## src/rtl/csr_trap_ctrl.sv

```systemverilog
// Machine-mode trap/mret sequencer that drives a single-write-port CSR file.
// Define CSR_TRAP_MTVAL_EN to include the mtval write step (T_MTVAL).
module csr_trap_ctrl #(
  parameter logic [31:0] MEPC_ALIGN_MASK = 32'hFFFF_FFFC
) (
  input  logic        clk,
  input  logic        rst,
  input  logic        trap_req,
  input  logic [31:0] trap_pc,
  input  logic [31:0] trap_cause,
  input  logic [31:0] trap_tval,
  input  logic        mret_req,
  input  logic        inst_csr_we,
  input  logic [11:0] inst_csr_addr,
  input  logic [31:0] inst_csr_wdata,
  input  logic [11:0] inst_csr_raddr,
  output logic        inst_csr_ready,
  output logic        req_ack,
  output logic        csr_we,
  output logic [11:0] csr_addr_w,
  output logic [31:0] csr_wdata,
  output logic [11:0] csr_addr_r,
  input  logic [31:0] csr_rdata,
  output logic        redirect_valid,
  output logic [31:0] redirect_pc,
  output logic        busy
);

  localparam logic [11:0] ADDR_MSTATUS = 12'h300;
  localparam logic [11:0] ADDR_MTVEC   = 12'h305;
  localparam logic [11:0] ADDR_MEPC    = 12'h341;
  localparam logic [11:0] ADDR_MCAUSE  = 12'h342;
  localparam logic [11:0] ADDR_MTVAL   = 12'h343;

  typedef enum logic [2:0] {
    IDLE, T_MEPC, T_MCAUSE, T_MTVAL, T_MSTATUS, T_JUMP, M_MSTATUS, M_JUMP
  } state_t;

  state_t      state, state_nx;
  logic [31:0] cap_pc, cap_cause;
  logic [31:0] mstatus_trap, mstatus_mret;
  logic        trap_accept;

  assign trap_accept = (state == IDLE) && trap_req;

  // NOTE: async active-low reset lives only in the sensitivity list and the
  // first branch; all state uses non-blocking assignments.
  always_ff @(posedge clk or negedge rst) begin
    if (!rst) state <= IDLE;
    else      state <= state_nx;
  end

  // Trap operands are frozen at acceptance so the requester may move on.
  always_ff @(posedge clk or negedge rst) begin
    if (!rst) begin
      cap_pc    <= '0;
      cap_cause <= '0;
    end else if (trap_accept) begin
      cap_pc    <= trap_pc & MEPC_ALIGN_MASK;
      cap_cause <= trap_cause;
    end
  end

`ifdef CSR_TRAP_MTVAL_EN
  logic [31:0] cap_tval;

  always_ff @(posedge clk or negedge rst) begin
    if (!rst)             cap_tval <= '0;
    else if (trap_accept) cap_tval <= trap_tval;
  end
`else
  logic unused_tval;
  assign unused_tval = ^trap_tval;
`endif

  // NOTE: combinational blocks use blocking assignments, defaults first, so
  // no path leaves a variable unassigned (no latches).
  always_comb begin
    mstatus_trap        = csr_rdata;
    mstatus_trap[7]     = csr_rdata[3];
    mstatus_trap[3]     = 1'b0;
    mstatus_trap[12:11] = 2'b11;
    mstatus_mret        = csr_rdata;
    mstatus_mret[3]     = csr_rdata[7];
    mstatus_mret[7]     = 1'b1;
    mstatus_mret[12:11] = 2'b11;
  end

  always_comb begin
    state_nx       = state;
    inst_csr_ready = 1'b0;
    req_ack        = 1'b0;
    csr_we         = 1'b0;
    csr_addr_w     = '0;
    csr_wdata      = '0;
    csr_addr_r     = ADDR_MSTATUS;
    redirect_valid = 1'b0;
    redirect_pc    = '0;

    case (state)
      IDLE: begin
        csr_addr_r = inst_csr_raddr;
        if (trap_req) begin
          req_ack  = 1'b1;
          state_nx = T_MEPC;
        end else if (mret_req) begin
          req_ack  = 1'b1;
          state_nx = M_MSTATUS;
        end else begin
          inst_csr_ready = 1'b1;
          csr_we         = inst_csr_we;
          csr_addr_w     = inst_csr_addr;
          csr_wdata      = inst_csr_wdata;
        end
      end
      T_MEPC: begin
        csr_we     = 1'b1;
        csr_addr_w = ADDR_MEPC;
        csr_wdata  = cap_pc;
        state_nx   = T_MCAUSE;
      end
      T_MCAUSE: begin
        csr_we     = 1'b1;
        csr_addr_w = ADDR_MCAUSE;
        csr_wdata  = cap_cause;
`ifdef CSR_TRAP_MTVAL_EN
        state_nx   = T_MTVAL;
`else
        state_nx   = T_MSTATUS;
`endif
      end
`ifdef CSR_TRAP_MTVAL_EN
      T_MTVAL: begin
        csr_we     = 1'b1;
        csr_addr_w = ADDR_MTVAL;
        csr_wdata  = cap_tval;
        state_nx   = T_MSTATUS;
      end
`endif
      T_MSTATUS: begin
        csr_we     = 1'b1;
        csr_addr_w = ADDR_MSTATUS;
        csr_wdata  = mstatus_trap;
        state_nx   = T_JUMP;
      end
      T_JUMP: begin
        csr_addr_r     = ADDR_MTVEC;
        redirect_valid = 1'b1;
        redirect_pc    = {csr_rdata[31:2], 2'b00};
        state_nx       = IDLE;
      end
      M_MSTATUS: begin
        csr_we     = 1'b1;
        csr_addr_w = ADDR_MSTATUS;
        csr_wdata  = mstatus_mret;
        state_nx   = M_JUMP;
      end
      M_JUMP: begin
        csr_addr_r     = ADDR_MEPC;
        redirect_valid = 1'b1;
        redirect_pc    = {csr_rdata[31:2], 2'b00};
        state_nx       = IDLE;
      end
      default: state_nx = IDLE;
    endcase

    // IDLE forwards pipeline inputs, so outputs must be forced quiet in reset.
    if (!rst) begin
      inst_csr_ready = 1'b0;
      req_ack        = 1'b0;
      csr_we         = 1'b0;
      csr_addr_w     = '0;
      csr_wdata      = '0;
      redirect_valid = 1'b0;
      redirect_pc    = '0;
    end
  end

  assign busy = (state != IDLE);

endmodule
```

## config.mk

```make
export PLATFORM = sky130hd
export DESIGN_NAME = csr_trap_ctrl
export DESIGN_NICKNAME = d
export VERILOG_FILES = /design/src/rtl/csr_trap_ctrl.sv
export SDC_FILE = /design/constraint.sdc
export NUM_CORES = 1
export LEC_CHECK = 0
export ABC_AREA = 0
export CORE_MARGIN = 4
export CORE_UTILIZATION = 37
export CTS_CLUSTER_DIAMETER = 120
export CTS_CLUSTER_SIZE = 20
export DETAILED_ROUTE_END_ITERATION = 8
export PLACE_DENSITY = 0.83
export RECOVER_POWER = 100
export SLEW_MARGIN = 15
export SYNTH_ARGS = -nofsm -noshare
export SYNTH_HDL_FRONTEND = slang
export SYNTH_SLANG_ARGS = --single-unit
export TNS_END_PERCENT = 50
```

## constraint.sdc

```tcl
create_clock -name clk -period 1.8 [get_ports clk]
set_input_delay 0.36 -clock clk [delete_from_list [all_inputs] [get_ports clk]]
set_output_delay 0.36 -clock clk [all_outputs]
set_load 0.01 [all_outputs]
```

; Yosys cells after proc, flatten, opt, wreduce, memory -nomap -nowiden
; Index checks and enable logic that the tools add are counted.
[totals]
regBits = 65
latchBits = 0
ram_bits = 0
mem_bits_ro = 0
inputBits = 189
out_inout_bits = 93
elab_cells = 44
mem_count = 0
[op_classes]
addsub = 0
n_mul = 0
div_mod_pow = 0
order_cmp = 0
eq_ne = 7
n_shift = 0
muxes = 28
n_bitwise = 0
reduce_logical = 6
[ops]
columns = op, count
row1 = $mux 32, 5
row2 = $pmux 32 s5, 1
row3 = $pmux 12 s4, 1
row4 = $mux 12, 3
row5 = $pmux 12 s3, 1
row6 = $pmux 3 s5, 1
row7 = $mux 1, 13
row8 = $eq 3x3->1 const B, 4
row9 = $mux 3, 2
row10 = $reduce_or 2->1, 2
row11 = $reduce_or 4->1, 1
row12 = $eq 3x1->1 const B, 1
row13 = $eq 3x2->1 const B, 1
row14 = $logic_not 3->1, 1
row15 = $ne 3x3->1 const B, 1
row16 = $reduce_bool 3->1, 1
row17 = $pmux 1 s2, 1
row18 = $logic_and 1x1->1, 1

; Depth between registers and ports, before layout
[depth]
word_depth = 4
ltp_mapped = 6
ltp_nobuf = 4

; Worst setup path before layout
; Ideal clock, no wire load.
[synth_timing]
kind = reg2out
start = reg state[0]
end = out csr_wdata[13]
arrival_ns = 1.316
required_time_ns = 1.440
setup_slack_ns = 0.124
stages_incl_launch_ff = 7
path_cell_list = dfrtp_1 > buf_4 > nor3_4 > buf_4 > buf_2 > nand3_1 > a31oi_1
[synth_between]
elab_chain_len = 3
[synth_rtl]
columns = item, line_no
row1 = "start, declared", 39  ; state_t state, state_nx;
row2 = "start signal, assigned", 50  ; else state <= state_nx;
row3 = "$eq 3x3->1, or another cell as far along", 100  ; case (state)
row4 = $pmux 32 s5 *, 100
row5 = $mux 32 *, 168  ; if (!rst) begin
row6 = "end, declared", 21  ; output logic [31:0] csr_wdata,
; Mark *: on every way between the ends. The rest lies on a longest branch, timed or not.

; Final worst setup path
[layout_timing]
start = reg state[2]
end = out csr_wdata[24]
; The elaborated chain is that of the path after synthesis.

==> results.yml <==
synth:
  synth_commonest_cells: "dfrtp_1 (65), mux2_4 (59), nand3_1 (59)"
  ys_warn_count: 0
  synth_area_leader_cell: "dfrtp_1"
  synth_ff_type: "dfrtp_1"
  synth_edf_count: 0
  syn_area_per_cell_um2: 10.8
  yosysUniqueCellTypes: 35
  syn_inst: 396
  synth_top_area_share_pct: 38.1
  synth_area_leaders: "dfrtp_1 (38%), mux2_4 (21%), nand3_1 (6.9%)"
  synth-seq-area-share_pct: 38.1
  yosysMostFrequentCell: "dfrtp_1"
  ys_async_sr_fraction_pct: 100
  syn_area_mm2: 0.00427
  synth-seq-cells: 65
routing:
  antenna_left: 0
  viasPerCell: 5.52
  wl_um: 19100
  drcViolationCount: 0
  drt_iter0_markers: 343
  vias: 4697
  wire_per_inst_um: 22.5
  first_pass_iters: 4
clocking:
  cts_sinks: 65
  numCtsBuffers: 9
  cts.reportedPaths.clkPinSlew_ps: 60
  cts-htree-levels: 3
  tritoncts: "done"
  cts_max_path_buffers: 2
  insertion_delay_ps: 340
  cts-root-buf: "clkbuf_16"
sta:
  fin_crit_ps: 2240
  setup_viol: 154
  finalCritPeriodShare_pct: 124
  relSlewSlack_pct: 41.2
  rsz0062_at_grt: "true"
  hold_viol_final: 0
  clock_skew_ps: 9.69
  drv_slew: 0
  max_freq_mhz: 447
  tns_ps: -42480
  tightest_slew_ps: 882
  setup_slack_ps: -439
die:
  ios: 282
  core-area_mm2: 0.0111
  placementRows: 38
  die-area_mm2: 0.0133
  die_width_um: 115
  die_y_um: 115
  start_util_pct: 38.5
outcome:
  run_status: "complete, but fails checks"
  violations: "negative setup slack"
worst_setup_path:
  cp.arrival_ps: 1880
  worstPathRequired_ps: 1440
  startpoint_type: "flop"
  critPathMaxFanout: 6
  end_kind: "primary output"
  worstSetupPathType: "flop to primary output"
cells_and_area:
  fillCellCount: 729
  drive_gt1_share_pct: 48.9
  num_antenna_cells: 0
  final_area_mm2: 0.00827
  synthToLayoutAreaGrowth_pct: 93.8
  fin_nets: 895
  final_util_pct: 74.7
global_routing:
  use_met1_pct: 31.0
  grt_pass1_vias: 4903
  grt_pass1_wl_um: 27000
  grt_max_degree: 29
  use_met3_pct: 5.47
  grt-ovfl-total: 0
  busiest_layer: "met2"
  grt_usage_pct: 26.2
  antenna_found_initial: 0
  grt_use_met2_pct: 46.8
pwr:
  vdd.ir_drop.worst_v: 0.000760
  fin_total_pwr_w: 0.0127
  p_leak_nw: 3.57
  powerDensity_mw_per_mm2: 1540
worst_hold_path:
  hp-class: "input port to asynchronous set/reset pin"
flow_run:
  cap_violations: 0
place:
  place_area_mm2: 0.00701
  place_ws_ps: -661
  portBuffers: 245
  gp_congestion: 0.889
  dpl.hpwl_um: 12300
## placed cells by master, fill, tap and decap left out, types with 9 or more instances in the layout
master | Yosys | routed
buf_6 | 0 | 62
mux2_4 | 59 | 59
and2_1 | 44 | 15
nand3_1 | 59 | 38
nand3_2 | 0 | 21
buf_4 | 7 | 28
buf_12 | 7 | 15
a32oi_1 | 27 | 18
dfrtp_1 | 65 | 62
clkdlybuf4s50_1 | 0 | 152
a31oi_1 | 28 | 25
clkbuf_16 | 0 | 16
nand2_1 | 11 | 9
buf_2 | 23 | 58
and2_4 | 1 | 31
## kinds of logic after synthesis
family,after synthesis,synth area share [%]
buf+inv,47,8.09
compound gates,80,13.3
xor+xnor,1,0.205
other cells,1,0.0879
flops,65,38.1
simple gates,140,18.6
mux,62,21.6
## final cells by class
cell class                 instances  area (µm²)  share of cell area (%)
inverter                           2        11.3                   0.136
sequential                        65        1630                    19.7
timing repair buffer             342        3440                    41.6
clock buffer                      10         239                    2.89
tap                              140         175                    2.12
clock inverter                     6        90.1                    1.09
multi-input combinational        286        2680                    32.4
## critical path, cell delays in order, from the launching register on
cell and delay [ps]:
dfrtp_2 460, nor3_4 260, buf_6 180, buf_12 130, buf_12 110, nand3_2 60, a31oi_1 180, buf_2 160
## metrics by stage
step / instances / hold slack [ps]
2_1_floorplan: 397 / 64.4
3_3_place_gp: 779 / 345
3_5_place_dp: 779 / 334
4_1_cts: 835 / 41.9
5_1_grt: 851 / 521
6_report: 851 / 465
## path summary, 6_finish.rpt
kind / cells after the start / slack [ps] / endpoint / start
hold reg to reg: 1 / 510 / cap_pc[7]$_DFFE_PN0P_ / cap_pc[7]$_DFFE_PN0P_
min in group clk: 1 / 510 / cap_pc[7]$_DFFE_PN0P_ / cap_pc[7]$_DFFE_PN0P_
setup reg to reg: 7 / -290 / cap_pc[4]$_DFFE_PN0P_ / state[2]$_DFFE_PN0P_
hold / removal: 2 / 460 / cap_pc[12]$_DFFE_PN0P_ / rst
setup / recovery: 7 / -440 / csr_wdata[24] / state[2]$_DFFE_PN0P_
max in group asynchronous: 3 / 530 / state[0]$_DFFE_PN0P_ / rst
## metal layers
layer | share of wire, % | wire [µm]
met5 | 0 | 0
met4 | 3.2 | 613
met3 | 8.2 | 1560
met2 | 52 | 9930
met1 | 37 | 7000
## where the power goes
part | switching [W] | leakage, nW | internal (W)
clock network | 0.000680 | 0.159 | 0.00125
registers | 0.000558 | 0.767 | 0.00223
logic | 0.00343 | 2.64 | 0.00457
## sequential cells by signal, summed over array words and instances (netlist names)
signal / cells
cap_cause: 32
state: 3
cap_pc: 30
## repair_timing
item,4_1_cts,5_1_grt
cloned,8,9
endpoints found under the hold margin,9,0
resized for setup,478,75
setup buffers,30,14
setup endpoints to repair,150,154
hold buffers,2,0
pin swaps,53,28
Power figures use the tool's default switching activity.
